**src/rtl/hamming_rx_deser.sv**
```systemverilog
// Serial Hamming(7,4) receiver: deserializes MSB-first codewords, corrects
// single data-bit errors and presents each word through a valid/ready holding register.
module hamming_rx_deser #(
  parameter int CNT_W = 8
) (
  input  logic             clk,
  input  logic             rst,
  input  logic             bit_in,
  input  logic             bit_valid,
  output logic             bit_ready,
  input  logic             sync,
  output logic [3:0]       out_data,
  output logic [3:0]       out_raw,
  output logic [2:0]       out_syndrome,
  output logic             out_valid,
  input  logic             out_ready,
  output logic [CNT_W-1:0] err_count
);

  function automatic logic [2:0] calc_syndrome(input logic [6:0] c);
    return {c[3] ^ c[4] ^ c[5] ^ c[6],
            c[1] ^ c[2] ^ c[5] ^ c[6],
            c[0] ^ c[2] ^ c[4] ^ c[6]};
  endfunction

  // Parity-bit errors (syndromes 1, 2, 4) leave the data field untouched.
  function automatic logic [3:0] correct_data(input logic [6:0] c, input logic [2:0] s);
    logic [6:0] f;
    f = c;
    case (s)
      3'd3:    f[2] = ~f[2];
      3'd5:    f[4] = ~f[4];
      3'd6:    f[5] = ~f[5];
      3'd7:    f[6] = ~f[6];
      default: f = c;
    endcase
    return {f[6], f[5], f[4], f[2]};
  endfunction

  logic [2:0]       cnt_q, cnt_d;
  logic [5:0]       shreg_q, shreg_d;
  logic [3:0]       data_q, data_d;
  logic [3:0]       raw_q, raw_d;
  logic [2:0]       syn_q, syn_d;
  logic             valid_q, valid_d;
  logic [CNT_W-1:0] err_q, err_d;

  logic       bit_accept;
  logic       word_load;
  logic [6:0] codeword;
  logic [2:0] syn_new;

  assign bit_ready  = !((cnt_q == 3'd6) && valid_q && !out_ready);
  assign bit_accept = bit_valid && bit_ready;
  assign word_load  = bit_accept && (cnt_q == 3'd6) && !sync;
  assign codeword   = {shreg_q, bit_in};
  assign syn_new    = calc_syndrome(codeword);

  // Next-state for the bit counter and shift register.
  always_comb begin
    cnt_d   = cnt_q;
    shreg_d = shreg_q;
    if (sync) begin
      cnt_d   = 3'd0;
      shreg_d = 6'd0;
    end else if (bit_accept) begin
      if (cnt_q == 3'd6) begin
        cnt_d   = 3'd0;
        shreg_d = 6'd0;
      end else begin
        cnt_d   = cnt_q + 3'd1;
        shreg_d = {shreg_q[4:0], bit_in};
      end
    end else begin
      cnt_d   = cnt_q;
      shreg_d = shreg_q;
    end
  end

  // Next-state for the holding register and error counter.
  always_comb begin
    data_d  = data_q;
    raw_d   = raw_q;
    syn_d   = syn_q;
    valid_d = valid_q;
    err_d   = err_q;
    if (word_load) begin
      data_d  = correct_data(codeword, syn_new);
      raw_d   = {codeword[6], codeword[5], codeword[4], codeword[2]};
      syn_d   = syn_new;
      valid_d = 1'b1;
      if ((syn_new != 3'd0) && (err_q != {CNT_W{1'b1}})) begin
        err_d = err_q + CNT_W'(1);
      end else begin
        err_d = err_q;
      end
    end else if (valid_q && out_ready) begin
      valid_d = 1'b0;
    end else begin
      valid_d = valid_q;
    end
  end

  // State registers with synchronous reset.
  always_ff @(posedge clk) begin
    if (rst) begin
      cnt_q   <= 3'd0;
      shreg_q <= 6'd0;
      data_q  <= 4'd0;
      raw_q   <= 4'd0;
      syn_q   <= 3'd0;
      valid_q <= 1'b0;
      err_q   <= '0;
    end else begin
      cnt_q   <= cnt_d;
      shreg_q <= shreg_d;
      data_q  <= data_d;
      raw_q   <= raw_d;
      syn_q   <= syn_d;
      valid_q <= valid_d;
      err_q   <= err_d;
    end
  end

  assign out_data     = data_q;
  assign out_raw      = raw_q;
  assign out_syndrome = syn_q;
  assign out_valid    = valid_q;
  assign err_count    = err_q;

endmodule

```
**config.mk**
```make
export PLATFORM = sky130hd
export DESIGN_NAME = hamming_rx_deser
export DESIGN_NICKNAME = d
export VERILOG_FILES = /design/src/rtl/hamming_rx_deser.sv
export SDC_FILE = /design/constraint.sdc
export NUM_CORES = 1
export LEC_CHECK = 0
export ABC_CLOCK_PERIOD_IN_PS = 5280
export CAP_MARGIN = 15
export CORE_MARGIN = 5
export CORE_UTILIZATION = 41
export CTS_BUF_LIST = sky130_fd_sc_hd__clkbuf_8
export DETAILED_ROUTE_END_ITERATION = 8
export PLACE_DENSITY = 0.65
export SYNTH_ARGS = -nofsm -noshare
export SYNTH_HDL_FRONTEND = slang
export SYNTH_SLANG_ARGS = --single-unit
```
**constraint.sdc**
```tcl
create_clock -name clk -period 5.28 [get_ports clk]
set_clock_uncertainty 0.1 [all_clocks]
set_input_delay 1.056 -clock clk [delete_from_list [all_inputs] [get_ports clk]]
set_output_delay 1.056 -clock clk [all_outputs]
set_load 0.01 [all_outputs]
```
After elaboration in Yosys (flattened, before gate mapping). Cells that the tools add are included. W data, S select, Z words.

Add/sub/neg operators: 2. Equal/unequal tests: 6. Muxes and demuxes: 8. Bitwise logic cells: 13. Reduce and logical (&&, ||, !) cells: 14.

Operator list (count): $eq A3 B3 Y1 const B (4); $xor A1 B1 Y1 (9); $add A8 B1 Y8 const B (1); $ne A8 B8 Y1 const B (1); $logic_and A1 B1 Y1 (7); $mux W1 (6); $mux W6 (1); $not A1 Y1 (4); $add A3 B1 Y3 const B (1); $eq A3 B2 Y1 const B (1); $logic_not A1 Y1 (3); $mux W3 (1); $reduce_bool A3 Y1 (1); $reduce_and A2 Y1 (1); $reduce_bool A2 Y1 (1); $reduce_or A2 Y1 (1).

Register bits after elaboration: 29. Input bits: 6. Output and inout bits: 21. Logic and storage cells: 50.

Logic depth before layout (Yosys ltp). Gate-level depths: netlist of run 1.

Depth in word-level cells: 8. Mapped depth: 7. Mapped depth without buffers: 5.

Worst setup path before layout of run 1. No wires, ideal clock.

Path type: input port to flip-flop. From: input port out_ready. To: register err_q[5] (netlist: err_count[5]). Library setup time: 0.123 ns. Arrival: 2.391 ns. Required time: 5.057 ns. Setup slack: 2.666 ns. Cell stages on the path: 7. Buffers on the path: 2. Cell sequence: nor2b_1 > and4bb_2 > buf_4 > nand2_1 > clkbuf_1 > nor4_1 > mux2_1.

Cells in the longest elaborated chain, start to end: 7.

Ends and longest elaborated chain: from (decl) (RTL line 16) `input logic out_ready,`; $logic_not A1 Y1 (RTL line 53) `assign bit_ready = !((cnt_q == 3'd6) && valid_q && !out_ready);`; $logic_and A1 B1 Y1 (RTL line 53); $logic_not A1 Y1 (RTL line 53); $logic_and A1 B1 Y1 (RTL line 54) `assign bit_accept = bit_valid && bit_ready;`; $logic_and A1 B1 Y1 (2 in a row) (RTL line 55) `assign word_load = bit_accept && (cnt_q == 3'd6) && !sync;`; $reduce_and A2 Y1 (no line); to (signal assigned) (RTL line 121) `err_q <= err_d;`; to (decl) (RTL line 46) `logic [CNT_W-1:0] err_q, err_d;`.

No other way between the ends. A chain may end at the register's enable or synchronous reset.

Worst setup path in the final report of run 1.
From: input port out_ready. To: output port bit_ready.

Cells in the longest elaborated chain, start to end: 3.

Ends and longest elaborated chain: $logic_not A1 Y1 (RTL line 53); $logic_and A1 B1 Y1 (RTL line 53); $logic_not A1 Y1 (RTL line 53); to (decl) (RTL line 10) `output logic bit_ready,`.

No other way between the ends.

==> results.tsv, run 1 <==
metric	value	unit
outcome	complete, no violations	
rsz0062_at_grt	false	
period_share	63.89	%
place_hpwl	1927	um
worstMarginPinSlew	0.7752	ns
grt_pass1_wl	4657	um
synthFlopType	dfxtp_1	
ant_nets	0	
die_h	67.52	um
clock_latency	0.28	ns
cpMostUsedCell	clkdlybuf4s50_1	
h-tree-depth	2	
power_density	254.1	nW/um2
path_class	in -> out	
path_max_fanout	3	
synth_edf_count	0	
grt_overflow	0	
grtUsageTotal	13.61	%
drv_slew	0	
drt_iter0_markers	51	
crit_chain	clkdlybuf4s50_1 > nor2b_1 > nand2_1 > clkdlybuf4s50_1	
io_pins	27	
cap_violations	0	
hold_depth	2	
yosys_warnings	0	
die_width	67.52	um
cts_hold_buf	0	
hold_path.class	reg -> reg	
clk_pin_slew	0.06	ns
register_area	580.6	um2
synth_top_family_by_area	simple AND/OR/NAND/NOR gates	
setup_viol	0	
stdcell_count	216	
synth-seq-cells	29	
fin_area	1719	um2
syn_inst	147	
rr_worst_depth	5	
period_needed	3.373	ns
slew_headroom	48.16	%
vias	1126	
place_area	1618	um2
die_area	4558	um2
leakage	0.5403	nW
vias_per_cell	5.213	
synth_top_area_share	42.80	%
rrSetupSlack	2.81	ns
critPathArrivalTime	2.22	ns
power	0.4369	mW
grt_max_degree	24	
antenna_found_initial	0	
clock_path_buffers	2	
holdCritStartpoint	out_data[3]$_SDFFE_PP0P_	
fmax	0.2964	GHz
syn_area	1356	um2
firstDrtPassIters	4	
cts_sinks	29	
fin_tns_setup	0	ns
routed_wirelength	2681	um
vdd_drop_max	0.1853	mV
synth_most_common_cell	dfxtp_1	
async_flop_share	0	%
synthTopCellsByArea	dfxtp_1 43%, nor2_1 6.1%, xnor2_1 4.5%	
fillers	317	
final_layout_size_suffix_gt1_share	7.558	%
synth.avg_cell_area	9.227	um2
hold_violations	0	
area_growth	26.75	%
place.gp.congestion	0.8408	
hold_end	out_data[3]$_SDFFE_PP0P_	
grt_pass1_vias	1032	
cts_root_buf	clkbuf_8	
r2r-end	err_count[5]$_SDFFE_PP0P_	
end_kind	output pin	
synth_cell_types	37	
ctsResizeCount	0	
std_cell_rows	20	
yosysTopAreaCell	dfxtp_1	
synthesis.nets	154	
core_area	3103	um2
synthSimpleGateAreaFrac	22.14	%
multiInputGateArea	714.4	um2
worstPathRequired	4.12	ns
cpMaxStageDelayCell	clkdlybuf4s50_1	
antennaDiodeCount	0	
yosysSeqAreaShare	42.80	%
wire_per_inst	12.41	um
dpl.cell_count	208	
drc_errors	0	
netlist_top_cells_count	29 x dfxtp_1, 22 x nor2_1, 8 x a21oi_1	
cp-startpoint	out_ready	
postCtsSetupBuffers	0	
cts_tree	done	
r2r-start	cnt_q[0]$_SDFFE_PP0P_	
port_buffers	26	
cts_buffers	5	
cp-start-kind	primary input	
synth_compound_area_share	15.04	%
slowest_delay	0.48	ns
start_util	43.71	%
nets	178	
synth_xor_area_share	9.317	%
yosys.area_share.adder	0.9225	%
synth_mux_area_share	5.258	%
==> worst max-delay path, delay by kind of cell <==
kind                   cells  cell delay [ns]
buffers and inverters      2             0.89
and+or+nand+nor            2             0.27
==> how the worst max path moves through the flow <==
| stage | to | slack [ns] |
|---|---|---|
| floorplan | err_count[5]$_SDFFE_PP0P_ | 2.67 |
| global placement | err_count[5]$_SDFFE_PP0P_ | 1.89 |
| detailed placement | err_count[5]$_SDFFE_PP0P_ | 1.80 |
| CTS | bit_ready | 1.89 |
| global route | bit_ready | 1.81 |
| finish | bit_ready | 1.91 |
==> per-stage QoR <==
step                      worst slack, ns  hold WS [ns]  utilization [%]
after detailed placement            1.804        0.3890            52.14
after floorplan                     2.666        0.3702                -
after global routing                1.814        0.4231            55.40
final                               1.907        0.3994            55.40
after CTS                           1.895        0.4012            55.40
after global placement              1.887        0.3830            52.14
==> cells in the final DEF (no fill, tap or decap), drive strengths merged, types with 6 or more instances in the layout <==
cell type and n:
a21oi 9, a22oi 6, clkbuf 7, clkdlybuf4s50 26, dfxtp 29, mux2i 6, nand3 6, nor2 22
xnor2 8
==> state kept, by name (all words and copies together) (netlist names) <==
name,flops
err_count,8
cnt_q,3
out_valid,1
out_syndrome,3
out_raw,4
out_data,4
shreg_q,6
==> per-layer routing <==
metal / global-route usage [%] / routed length, um
met1: 16.40 / 1212
met2: 20.66 / 1218
met3: 6.156 / 210
met4: 6.076 / 40
met5: 0 / 0
==> cell type report <==
cell class | instances | area share, %
multi-input cells | 107 | 41.56
flip-flops and latches | 29 | 33.77
repair buffers | 26 | 15.14
clock buffers | 7 | 5.604
well taps | 44 | 3.202
inverters | 2 | 0.4367
clock inverters | 1 | 0.2911
==> cells by family after synthesis <==
kind of cell,after synthesis
flops,29
xor+xnor,12
buf+inv,11
mux,7
compound gates,30
simple gates,57
fa+ha+maj,1
==> power breakdown <==
part | switching (mW) | internal, mW | total [mW] | leakage (nW)
clock | 0.0806 | 0.118 | 0.198 | 0.0542
sequential | 0.000963 | 0.220 | 0.221 | 0.234
combinational | 0.0109 | 0.00726 | 0.0181 | 0.252
total | 0.0924 | 0.344 | 0.437 | 0.540
No activity file was read; power rests on OpenSTA's default activity.
==> run 2, diff against run 1 <==
- ABC_CLOCK_PERIOD_IN_PS: 5280 -> 3400
- clock period: 5.28 -> 3.4 ns (I/O delays scaled with it)
==> results.tsv, run 2 (same netlist as run 1, synthesis figures left out) <==
metric	value	unit
outcome	complete, no violations	
power	0.6463	mW
final_layout_size_suffix_gt1_share	7.514	%
slew_headroom	66.24	%
cts_tree	done	
vias	1152	
antenna_found_initial	0	
std_cell_rows	20	
antennaDiodeCount	0	
clock_path_buffers	2	
firstDrtPassIters	4	
path_max_fanout	3	
cpMaxStageDelayCell	clkdlybuf4s50_1	
drc_errors	0	
core_area	3103	um2
drv_slew	0	
grt_pass1_wl	4836	um
leakage	0.5448	nW
vdd_drop_max	0.2306	mV
place.gp.congestion	0.7922	
grt_max_degree	19	
dpl.cell_count	210	
fmax	0.3820	GHz
cts_buffers	5	
crit_chain	clkdlybuf4s50_1 > nor2b_1 > nand2_1 > clkdlybuf4s50_1	
start_util	43.71	%
die_width	67.52	um
fillers	300	
cts_sinks	29	
holdWs	0.3913	ns
grt_pass1_vias	1120	
die_area	4558	um2
nets	180	
hold_path.class	reg -> reg	
ctsResizeCount	0	
drt_iter0_markers	44	
wire_per_inst	13.27	um
path_class	in -> out	
cp_top_family	buffers and inverters	
grt_overflow	0	
hold_violations	0	
stdcell_count	217	
cts_hold_buf	0	
largest_reg_flops	8	
worst-path-buf-inv	2	
final_core_util	55.40	%
place_hpwl	2057	um
grtUsageTotal	14.11	%
die_h	67.52	um
critPathArrivalTime	1.84	ns
period_needed	2.618	ns
fin_tns_setup	0	ns
h-tree-depth	2	
final_cell_mix	29 x dfxtp_1, 26 x clkdlybuf4s50_1, 22 x nor2_1	
cpMostUsedCell	clkdlybuf4s50_1	
area_growth	26.75	%
period_share	76.99	%
final_common_cell	dfxtp_1	
vias_per_cell	5.309	
worstMarginPinSlew	0.5064	ns
io_pins	27	
cts_root_buf	clkbuf_8	
clk_pin_slew	0.06	ns
port_buffers	26	
clock_latency	0.28	ns
cp-start-kind	primary input	
worstPathRequired	2.62	ns
cap_violations	0	
rsz0062_at_grt	false	
postCtsSetupBuffers	0	
end_kind	output pin	
routed_wirelength	2879	um
power_density	376.0	nW/um2
ant_nets	0	
slowest_delay	0.48	ns
setup_viol	0	
==> run 2: changes by cell type in the layout (fill, tap and decap cells not counted), sizes merged <==
| cell | delta |
|---|---|
| buf | +2 |
| clkbuf | -1 |
| clkinv | -1 |
| inv | +1 |
==> run 2: metal layers <==
metal  vias to the layer above  global-route usage [%]  share of wire (%)
li1                        581                       -                  -
met1                       539                   14.00                 44
met2                        27                   24.91                 50
met3                         5                   4.493                4.6
met4                         0                   9.367                1.8
met5                         -                       0                  0
==> run 2: where the power goes <==
part	switching [mW]	total [mW]	internal, mW
clock	0.117	0.274	0.157
sequential	0.00162	0.343	0.341
combinational	0.0175	0.0295	0.0120
total	0.136	0.646	0.510
==> run 2: final cells by class <==
class                   count  area (um2)  share of cell area (%)
multi-input cells         107       714.4                   41.56
well taps                  44       55.05                   3.202
inverters                   2       7.507                  0.4367
flip-flops and latches     29       580.6                   33.77
repair buffers             28       275.3                   16.01
clock buffers               6       82.58                   4.803
clock inverters             1       3.754                  0.2183
==> run 2: worst reg2reg max path: cells and delay by family, from the launching register on <==
| family | cells | cell delay [ns] |
|---|---|---|
| xor+xnor | 2 | 0.70 |
| simple gates | 1 | 0.53 |
| flops | 1 | 0.49 |
| compound gates | 2 | 0.31 |
==> run 2: path summary, 6_finish.rpt <==
| check | startpoint | to | slack (ns) | cells past startpoint |
|---|---|---|---|---|
| worst max-delay path | out_ready | bit_ready | 0.78 | 4 |
| worst min-delay path | err_count[7]$_SDFFE_PP0P_ | err_count[7]$_SDFFE_PP0P_ | 0.39 | 2 |
| worst max register to register | shreg_q[3]$_SDFFE_PP0P_ | err_count[3]$_SDFFE_PP0P_ | 1.20 | 5 |
| worst min register to register | err_count[7]$_SDFFE_PP0P_ | err_count[7]$_SDFFE_PP0P_ | 0.39 | 2 |
==> run 2: per-stage QoR <==
step	cell area (um2)	worst slack, ns
2_1_floorplan	1356	1.162
3_3_place_gp	1633	0.7053
3_5_place_dp	1633	0.6419
4_1_cts	1719	0.7723
5_1_grt	1719	0.6843
6_report	1719	0.7823
